File: src/rtl/serial_addsub.sv
// Bit-serial adder/subtractor: one full adder plus a carry flop, LSB first.
// Latency: done pulses WIDTH cycles after start is sampled; next start at T+WIDTH+2.
// Backpressure: none; start is ignored while busy and during the done cycle.
module serial_addsub #(
  parameter int WIDTH = 4
) (
  input  logic             clk_pin,
  input  logic             rst_pin,
  input  logic             start,
  input  logic             sub,
  input  logic [WIDTH-1:0] a,
  input  logic [WIDTH-1:0] b,
  output logic [WIDTH-1:0] sum,
  output logic             cout,
  output logic             ovf,
  output logic             busy,
  output logic             done
);

  localparam int CNT_W = $clog2(WIDTH + 1);
  localparam logic [CNT_W-1:0] LAST_BIT = CNT_W'(WIDTH - 1);

  typedef enum logic [1:0] {
    S_IDLE = 2'd0,
    S_RUN  = 2'd1,
    S_DONE = 2'd2
  } state_t;

  state_t           state_q;
  logic [WIDTH-1:0] a_q;
  logic [WIDTH-1:0] b_q;      // already inverted for subtraction
  logic [WIDTH-1:0] res_q;    // internal result, filled one bit per cycle
  logic             carry_q;
  logic [CNT_W-1:0] cnt_q;
  logic [WIDTH-1:0] sum_q;
  logic             cout_q;
  logic             ovf_q;
  logic             busy_q;
  logic             done_q;

  logic             bit_d;
  logic             carry_d;
  logic [WIDTH-1:0] res_d;

  // Single full adder on the current LSB of the operand shift registers;
  // the sum bit is written into the result slot selected by the bit counter.
  always_comb begin
    bit_d   = a_q[0] ^ b_q[0] ^ carry_q;
    carry_d = (a_q[0] & b_q[0]) | (a_q[0] & carry_q) | (b_q[0] & carry_q);
    res_d   = res_q;
    for (int i = 0; i < WIDTH; i++) begin
      if (cnt_q == CNT_W'(i)) res_d[i] = bit_d;
    end
  end

  // Control FSM and datapath registers; outputs only move on the RUN->DONE edge.
  always_ff @(posedge clk_pin) begin
    if (rst_pin) begin
      state_q <= S_IDLE;
      a_q     <= '0;
      b_q     <= '0;
      res_q   <= '0;
      carry_q <= 1'b0;
      cnt_q   <= '0;
      sum_q   <= '0;
      cout_q  <= 1'b0;
      ovf_q   <= 1'b0;
      busy_q  <= 1'b0;
      done_q  <= 1'b0;
    end else begin
      case (state_q)
        S_IDLE: begin
          if (start) begin
            a_q     <= a;
            b_q     <= b ^ {WIDTH{sub}};
            carry_q <= sub;           // +1 completes the two's-complement negate
            cnt_q   <= '0;
            res_q   <= '0;
            busy_q  <= 1'b1;
            state_q <= S_RUN;
          end
        end
        S_RUN: begin
          a_q     <= a_q >> 1;
          b_q     <= b_q >> 1;
          carry_q <= carry_d;
          res_q   <= res_d;
          cnt_q   <= cnt_q + CNT_W'(1);
          if (cnt_q == LAST_BIT) begin
            sum_q   <= res_d;
            cout_q  <= carry_d;
            ovf_q   <= carry_q ^ carry_d;  // carry into MSB vs carry out of MSB
            busy_q  <= 1'b0;
            done_q  <= 1'b1;
            state_q <= S_DONE;
          end
        end
        S_DONE: begin
          done_q  <= 1'b0;
          state_q <= S_IDLE;
        end
        default: begin
          state_q <= S_IDLE;
        end
      endcase
    end
  end

  assign sum  = sum_q;
  assign cout = cout_q;
  assign ovf  = ovf_q;
  assign busy = busy_q;
  assign done = done_q;

endmodule

File: config.mk
export PLATFORM = sky130hd
export DESIGN_NAME = serial_addsub
export DESIGN_NICKNAME = d
export VERILOG_FILES = /design/src/rtl/serial_addsub.sv
export SDC_FILE = /design/constraint.sdc
export NUM_CORES = 1
export LEC_CHECK = 0
export ABC_AREA = 1
export CAP_MARGIN = 20
export CELL_PAD_IN_SITES_DETAIL_PLACEMENT = 1
export CELL_PAD_IN_SITES_GLOBAL_PLACEMENT = 2
export CORE_MARGIN = 2
export CORE_UTILIZATION = 37
export DETAILED_ROUTE_END_ITERATION = 6
export DONT_BUFFER_PORTS = 1
export MAX_ROUTING_LAYER = met4
export PLACE_DENSITY = 0.84
export SLEW_MARGIN = 5
export SYNTH_ARGS = -nofsm -noshare
export SYNTH_HDL_FRONTEND = slang
export SYNTH_SLANG_ARGS = --single-unit
File: constraint.sdc
create_clock -name clk_pin -period 2 [get_ports clk_pin]
set_input_delay 0.1 -clock clk_pin [delete_from_list [all_inputs] [get_ports clk_pin]]
set_output_delay 0.1 -clock clk_pin [all_outputs]
set_load 0.02 [all_outputs]
## Word level (Yosys, flattened, before mapping)

Index checks and enable logic that the tools add are counted.

| storage, ports and cells | value |
|---|---|
| bits of input ports | 12 |
| flip-flop bits (word level) | 26 |
| output and inout port bits | 8 |

| cells by class | value |
|---|---|
| eq/ne operators | 7 |
| multiplexer cells | 22 |
| $add $sub $neg | 1 |
| reductions and logical operators | 9 |
| bitwise logic cells | 9 |

Operators by type and width:

| operator | count |
|---|---|
| $pmux W4 S2 | 3 |
| $mux W4 | 3 |
| $mux W1 | 8 |
| $reduce_and A2 Y1 | 4 |
| $eq A3 B2 Y1 const B | 2 |
| $pmux W1 S2 | 3 |
| $pmux W3 S2 | 1 |
| $mux W2 | 2 |
| $ne A2 B2 Y1 const B | 2 |
| $pmux W2 S2 | 1 |
| $reduce_bool A2 Y1 | 2 |
| $xor A4 B4 Y4 | 1 |
| $add A3 B1 Y3 const B | 1 |
| $and A1 B1 Y1 | 3 |
| $eq A3 B1 Y1 const B | 1 |
| $logic_not A3 Y1 | 1 |
| $mux W3 | 1 |
| $reduce_and A3 Y1 | 1 |
| $xor A1 B1 Y1 | 3 |
| $eq A2 B1 Y1 const B | 1 |
| $eq A2 B2 Y1 const B | 1 |
| $logic_not A2 Y1 | 1 |
| $or A1 B1 Y1 | 2 |

## Depth between registers and ports, before layout

Gate-level depths: netlist of run 1.

| logic depth | value |
|---|---|
| depth after elaboration | 4 |
| depth in mapped cells | 8 |
| depth with buffers taken out | 7 |

## Worst setup path after synthesis of run 1

OpenSTA, ideal clock, no wires.

| timing | value |
|---|---|
| kind | reg-to-reg |
| start | reg a_q[0] |
| end | reg sum_q[0] (netlist: sum[0]) |
| setup slack | 0.718 ns |
| stages on the path, launching flop included | 6 |
| data arrival time | 1.165 ns |
| required time | 1.883 ns |
| buffers on the path | 0 |
| cells stage by stage | dfxtp_1 -> fa_1 -> inv_1 -> nand3_1 -> a21oi_1 -> nor2_1 |

| on the way | value |
|---|---|
| cells in the longest elaborated chain, start to end | 3 |

RTL lines:

| item | RTL line | text |
|---|---|---|
| from (decl) | 30 | `logic [WIDTH-1:0] a_q;` |
| from (signal assigned) | 84 | `a_q <= a_q >> 1;` |
| $xor A1 B1 Y1 (2 in a row) | 48 | `bit_d = a_q[0] ^ b_q[0] ^ carry_q;` |
| $mux W1 | 52 | `if (cnt_q == CNT_W'(i)) res_d[i] = bit_d;` |
| to (signal assigned) | 90 | `sum_q <= res_d;` |
| to (decl) | 35 | `logic [WIDTH-1:0] sum_q;` |

Every way passes these cells.
A chain may end at the register's enable or synchronous reset.

## Final worst setup path of run 1

| timing | value |
|---|---|
| start | reg a_q[0] |
| end | reg sum_q[1] (netlist: sum[1]) |

The elaborated chain is that of the path after synthesis.

==> results by group, run 1 <==
Critical path
  • Cell Chain, Critical Path: fa_1 > inv_1 > nand3_1 > a21oi_1 > nor2_1
  • Startpoint types: register
  • Buf/Inv on CP: 1
  • Worst EP required: around 2.3 ns
  • CP Capture Type: register
  • Setup CP Type: reg2reg
  • CP arrival: 1.67 ns
  • Worst path slowest cell: fa_1
  • Worst-path fanout max: 3
  • WP depth: 5
  • Slowest stage delay, CP: 0.52 ns
  • R2R depth: 5
  • Delay-heaviest family, CP: adder cells

Routing
  • Drt pass-1 iters: 4
  • WL final: 3161 um
  • Drt first-iter violations: 43
  • Post-route ant nets: 0
  • Vias: 1111
  • Vias per inst: 4.938
  • Drt wl/cell: 14.05 um
  • Residual DRC count: 0

Synthesis
  • Yosys cell types: 21
  • Synth Net Count: 193
  • Synth Area in Compound Gates: a little over a tenth
  • Largest family of logic cells by synthesized area: simple AND/OR/NAND/NOR gates
  • Adder-Cell Fraction of Synth Area: ~7.5%
  • Gate Count Post-Synth: roughly 170
  • Post-synthesis simple-gate area fraction: 30.79%
  • Post-synthesis mux area share: 0%
  • Post-synthesis sequential area ratio: 39.60%
  • Mapped Area: between 1000 and 1500 um^2
  • Register bit total from synthesis: 25
  • YS warnings: 0
  • Avg Cell Area, Syn: just over 7 um^2
  • Synth Area in XOR/XNOR: 1.386%

Placed design
  • PortBufs: 0
  • Place WS: between 0.6 and 0.7 ns
  • DP Wirelength: 2210 um
  • Routability cong.: approximately 0.73
  • Post-place instance area: 1279 um^2

Global routing
  • Vias in the first global route: 1137
  • Top Usage Layer GRT: met2
  • Met3 GRT Util: 3.604%
  • Congestion Overflow GR: 0
  • Initial antenna violation count: 0
  • Largest net degree at the start of global routing: 20
  • First-pass GRT wire length: 5506 um
  • M1 GR Usage: 22.59%
  • M2 GR Usage: 29.44%
  • Total track usage: between 10% and 20%

Cells and area
  • FILL cells: between 400 and 500
  • Multi-input gate area: 636.9 um^2
  • Commonest cells after routing, fill and taps aside: nand2_1, dfxtp_1, nor2_1
  • # nets final: 199
  • N_diodes: 0
  • Commonest non-fill, non-tap cell in the layout: nand2_1
  • Finished Core Util: 41.35%
  • Share of post-route cells with drive strength above 1: 7.263%
  • Register area: 500.5 um^2
  • Final Cell Area: 1369 um^2
  • Area growth from synthesis to layout: 8.317%

Min path
  • Cell count of the worst hold path: 4
  • Hold crit path type: in2reg

STA
  • Max-slew violation count: 0
  • Slew of the pin with the lowest slew margin: 0.4615 ns
  • Unrepaired setup endpoints after global routing: false
  • Crit path time final: 1.419 ns
  • Relative slew slack: between 60% and 70%
  • Setup TNS: 0 ns
  • Final period util: 70.96%
  • Hold Fails Final Rpt: 1
  • Fmax: 704.6 MHz
  • # setup viols final: 0
  • Worst setup margin: 0.5808 ns
  • Hold Slack: -0.004630 ns
  • Final Skew: 0.003480 ns

Clock tree
  • Longest Clk Path Bufs: 2
  • Sinks on Clock Net: 25
  • Clock Tree Root: clkbuf_4
  • Num CTS Buffers: 3
  • Reg clk slew, reported paths: 0.15 ns
  • Skew-Pair Late Insertion Delay: 0.34 ns
  • Postcts setup bufs: 0
  • H-tree Lvls: 1
  • CTS tree: done

Power and ir drop
  • Peak VDD IR: 0.2251 mV
  • PD cells: 691.0 nW/um^2
  • Pleak: 0.0005927 uW

Die
  • Die area: slightly below 4000 um^2
  • Die Y: 62.44 um
  • Initial Util: 38.17%
  • Chip width: 62.44 um
  • Core area: 3311 um^2
  • Row cnt: 21
  • I/O pin count: 20

Status
  • Failing checks: hold timing
  • Status: complete, but fails checks

Job
  • # Max-Cap Violations: 0
## per-stage QoR
| stage | std cells | power (uW) | hold slack (ns) |
|---|---|---|---|
| floorplan | 174 | 670.7 | 0.1691 |
| global placement | 215 | 687.8 | 0.1714 |
| detailed placement | 215 | 694.5 | 0.1736 |
| CTS | 225 | 959.2 | 0.003141 |
| global route | 225 | 1006 | 0.02531 |
| finish | 225 | 945.9 | -0.004630 |
## kinds of logic after synthesis
kind of cell	after synthesis
and+or+nand+nor	87
AOI/OAI and AO/OA	27
buffers and inverters	26
DFF	25
adders and majority gates	7
xor gates and xnor gates	2
## tightest hold or removal path, stage by stage
cell,delay (ns)
nand2_1,0.03
nand2_1,0.05
nor2_1,0.03
nor2_1,0.08
## layer usage
| metal | routed length [um] | vias up |
|---|---|---|
| li1 | - | 555 |
| met1 | 1426 | 532 |
| met2 | 1538 | 19 |
| met3 | 136 | 5 |
| met4 | 59 | 0 |
| met5 | 0 | - |
## area by class of cell
type,count,share of cell area (%)
multi-input combinational,123,46.53
inverter,21,6.124
clock buffer,3,1.645
sequential,25,36.56
clock inverter,1,0.5484
timing repair buffer,6,4.388
tap,46,4.205
## flip-flops by register name (all words and copies together) (netlist names)
name,count
a_q,4
carry_q,1
busy,1
done,1
state_q,2
cout,1
ovf,1
cnt_q,3
b_q,4
res_q,3
sum,4
## cell usage after synthesis
cell      number  area, um^2
o21ai_0       10       50.05
buf_2          1       5.000
nor2_4         1       11.26
xor2_1         2       17.52
buf_6          3       33.78
clkbuf_1       1       3.750
nand2_2        3       18.77
dfxtp_1       25       500.5
nand2_8        1       20.02
nand3_1       16       80.08
clkinv_1       1       3.750
nand3b_1       1       7.510
nor2_1        20       75.07
nand2_1       44       165.2
inv_2          1       3.750
ha_1           6       75.07
inv_1         17       63.81
nand2_4        1       11.26
a21oi_1       17       85.08
fa_1           1       20.02
inv_4          2       12.51
## power by group
part / switching [uW] / internal, uW
clock: 172 / 76.8
combinational: 94.8 / 57.7
sequential: 22.1 / 522
## path summary, 6_finish.rpt
check	from	end	slack, ns
setup / recovery	a_q[0]	sum[1]	0.58
hold / removal	a[1]	a_q[1]	-0.005
setup reg to reg	a_q[0]	sum[1]	0.58
hold reg to reg	b_q[3]	b_q[3]	0.50
## repair_timing
item	in CTS	in global routing
hold endpoints to repair	13	0
resized for setup	0	0
hold buffers	6	0
Power figures use the tool's default switching activity.
==> run 2, diff against run 1 <==
--- a/config.mk
+++ b/config.mk
@@ -10,11 +10,11 @@
 export CELL_PAD_IN_SITES_DETAIL_PLACEMENT = 1
 export CELL_PAD_IN_SITES_GLOBAL_PLACEMENT = 2
 export CORE_MARGIN = 2
-export CORE_UTILIZATION = 37
+export CORE_UTILIZATION = 34
 export DETAILED_ROUTE_END_ITERATION = 6
 export DONT_BUFFER_PORTS = 1
 export MAX_ROUTING_LAYER = met4
-export PLACE_DENSITY = 0.84
+export PLACE_DENSITY = 0.79
 export SLEW_MARGIN = 5
 export SYNTH_ARGS = -nofsm -noshare
 export SYNTH_HDL_FRONTEND = slang
==> constraint.sdc (replaced) <==
create_clock -name clk_pin -period 1.4 [get_ports clk_pin]
set_input_delay 0.07 -clock clk_pin [delete_from_list [all_inputs] [get_ports clk_pin]]
set_output_delay 0.07 -clock clk_pin [all_outputs]
set_load 0.02 [all_outputs]
==> results by group, run 2 (synthesis results as in run 1) <==
Clock tree
  • Num CTS Buffers: 3
  • CTS tree: done
  • Clock Tree Root: clkbuf_8
  • Sinks on Clock Net: 25
  • Skew-Pair Late Insertion Delay: approximately 0.28 ns
  • Reg clk slew, reported paths: ~0.10 ns
  • Postcts setup bufs: 0
  • H-tree Lvls: 1
  • Longest Clk Path Bufs: 2

Cells and area
  • Commonest cells after routing, fill and taps aside: nand2_1, dfxtp_1, nor2_1
  • FILL cells: 457
  • Commonest non-fill, non-tap cell in the layout: nand2_1
  • Register area: ~500 um^2
  • # nets final: 203
  • Area growth from synthesis to layout: 15.54%
  • N_diodes: 0
  • Multi-input gate area: 680.7 um^2
  • Share of post-route cells with drive strength above 1: 17.49%

STA
  • Unrepaired setup endpoints after global routing: true
  • Relative slew slack: 62.44%
  • # setup viols final: 0
  • Hold Slack: 0.03236 ns
  • Hold Fails Final Rpt: 0
  • Fmax: between 700 and 800 MHz
  • Max-slew violation count: 0
  • Worst setup margin: 0.01477 ns
  • Setup TNS: 0 ns
  • Final Skew: 0.008320 ns
  • Final period util: 98.94%
  • Slew of the pin with the lowest slew margin: 0.5616 ns
  • Crit path time final: roughly 1.4 ns

Critical path
  • CP Capture Type: register
  • R2R Setup Slk: 0.01 ns
  • Delay-heaviest family, CP: adder cells
  • R2r endpoint: res_q[1]
  • Startpoint types: register
  • Critical path launch point: carry_q
  • CP arrival: 1.61 ns
  • R2R depth: 5
  • Cell Chain, Critical Path: fa_1 > inv_2 > nand3_2 > nand3_1 > a21oi_2
  • Setup crit end: res_q[1]
  • Buf/Inv on CP: 1
  • WP depth: 5
  • Reg2reg start: carry_q
  • Worst EP required: 1.62 ns
  • Worst-path fanout max: 3
  • Slowest stage delay, CP: 0.57 ns
  • Worst path slowest cell: fa_1
  • Setup CP Type: reg2reg

Power and ir drop
  • PD cells: between 1000 and 1500 nW/um^2
  • Total chip power: between 1000 and 1500 uW
  • Peak VDD IR: 0.3091 mV
  • Pleak: slightly above 0.0006 uW

Placed design
  • PortBufs: 0
  • DP Wirelength: between 2000 and 2500 um
  • Routability cong.: 0.7753
  • Place WS: 0.03064 ns

Min path
  • Hold crit path type: in2reg

Routing
  • Post-route ant nets: 0
  • Drt pass-1 iters: 4
  • Drt wl/cell: 13.81 um
  • Drt first-iter violations: 45
  • WL final: 3191 um
  • Vias: 1120
  • Vias per inst: 4.848
  • Residual DRC count: 0

Die
  • Chip width: between 60 and 70 um
  • Row cnt: 22
  • Die Y: 64.97 um
  • Core area: 3606 um^2
  • Initial Util: 35.05%
  • I/O pin count: 20
  • Die area: ~4200 um^2

Global routing
  • Total track usage: a little under a fifth
  • Congestion Overflow GR: 0
  • Largest net degree at the start of global routing: 16
  • Vias in the first global route: 1209
  • Initial antenna violation count: 0
  • First-pass GRT wire length: 5664 um

Job
  • # Max-Cap Violations: 0

Status
  • Status: finished, final reports clean
## run 2: what timing repair did
action	4_1_cts	5_1_grt
gates resized for setup	0	13
hold buffers	4	0
setup endpoints to repair	0	7
endpoints found under the hold margin	11	0
## run 2: routing by layer
metal	up-vias	GRT usage [%]	part of all wire, %
met1	535	21.28	47
met4	0	6.383	2.0
met5	-	-	0
met2	15	30.93	48
li1	563	-	-
met3	7	2.951	3.1
## run 2: per-stage QoR
step                      instance area (um^2)  util, %  cells
after global routing                      1460    40.49    231
after global placement                    1326    36.78    223
after floorplan                           1264        -    174
after CTS                                 1415    39.24    231
final                                     1460    40.49    231
after detailed placement                  1326    36.78    223
## run 2: worst min-delay path by stage
stage | cells past startpoint | end | slack [ns] | from
detailed placement | 1 | sum[3] | 0.14 | rst_pin
finish | 4 | a_q[2] | 0.03 | a[2]
global placement | 1 | b_q[3] | 0.14 | rst_pin
CTS | 4 | a_q[2] | 0.04 | a[2]
global route | 4 | a_q[2] | 0.06 | a[2]
floorplan | 1 | busy | 0.14 | rst_pin
## run 2: report_power, final
| part | internal (uW) | leakage [uW] | switching, uW |
|---|---|---|---|
| logic | 102 | 0.000394 | 156 |
| clock network | 203 | 0.0000217 | 263 |
| registers | 746 | 0.000205 | 24.3 |
## run 2: final cells by class
class                      count  share of cell area (%)
multi-input combinational    123                   46.62
inverter                      21                   5.741
tap                           48                   4.113
clock buffer                   3                   2.828
clock inverter                 1                  0.5141
timing repair buffer          10                   5.827
sequential                    25                   34.36
## run 2: worst reg2reg max path: stages (launching register included)
cell,delay [ns]
dfxtp_2,0.35
fa_1,0.57
inv_2,0.07
nand3_2,0.09
nand3_1,0.12
a21oi_2,0.13
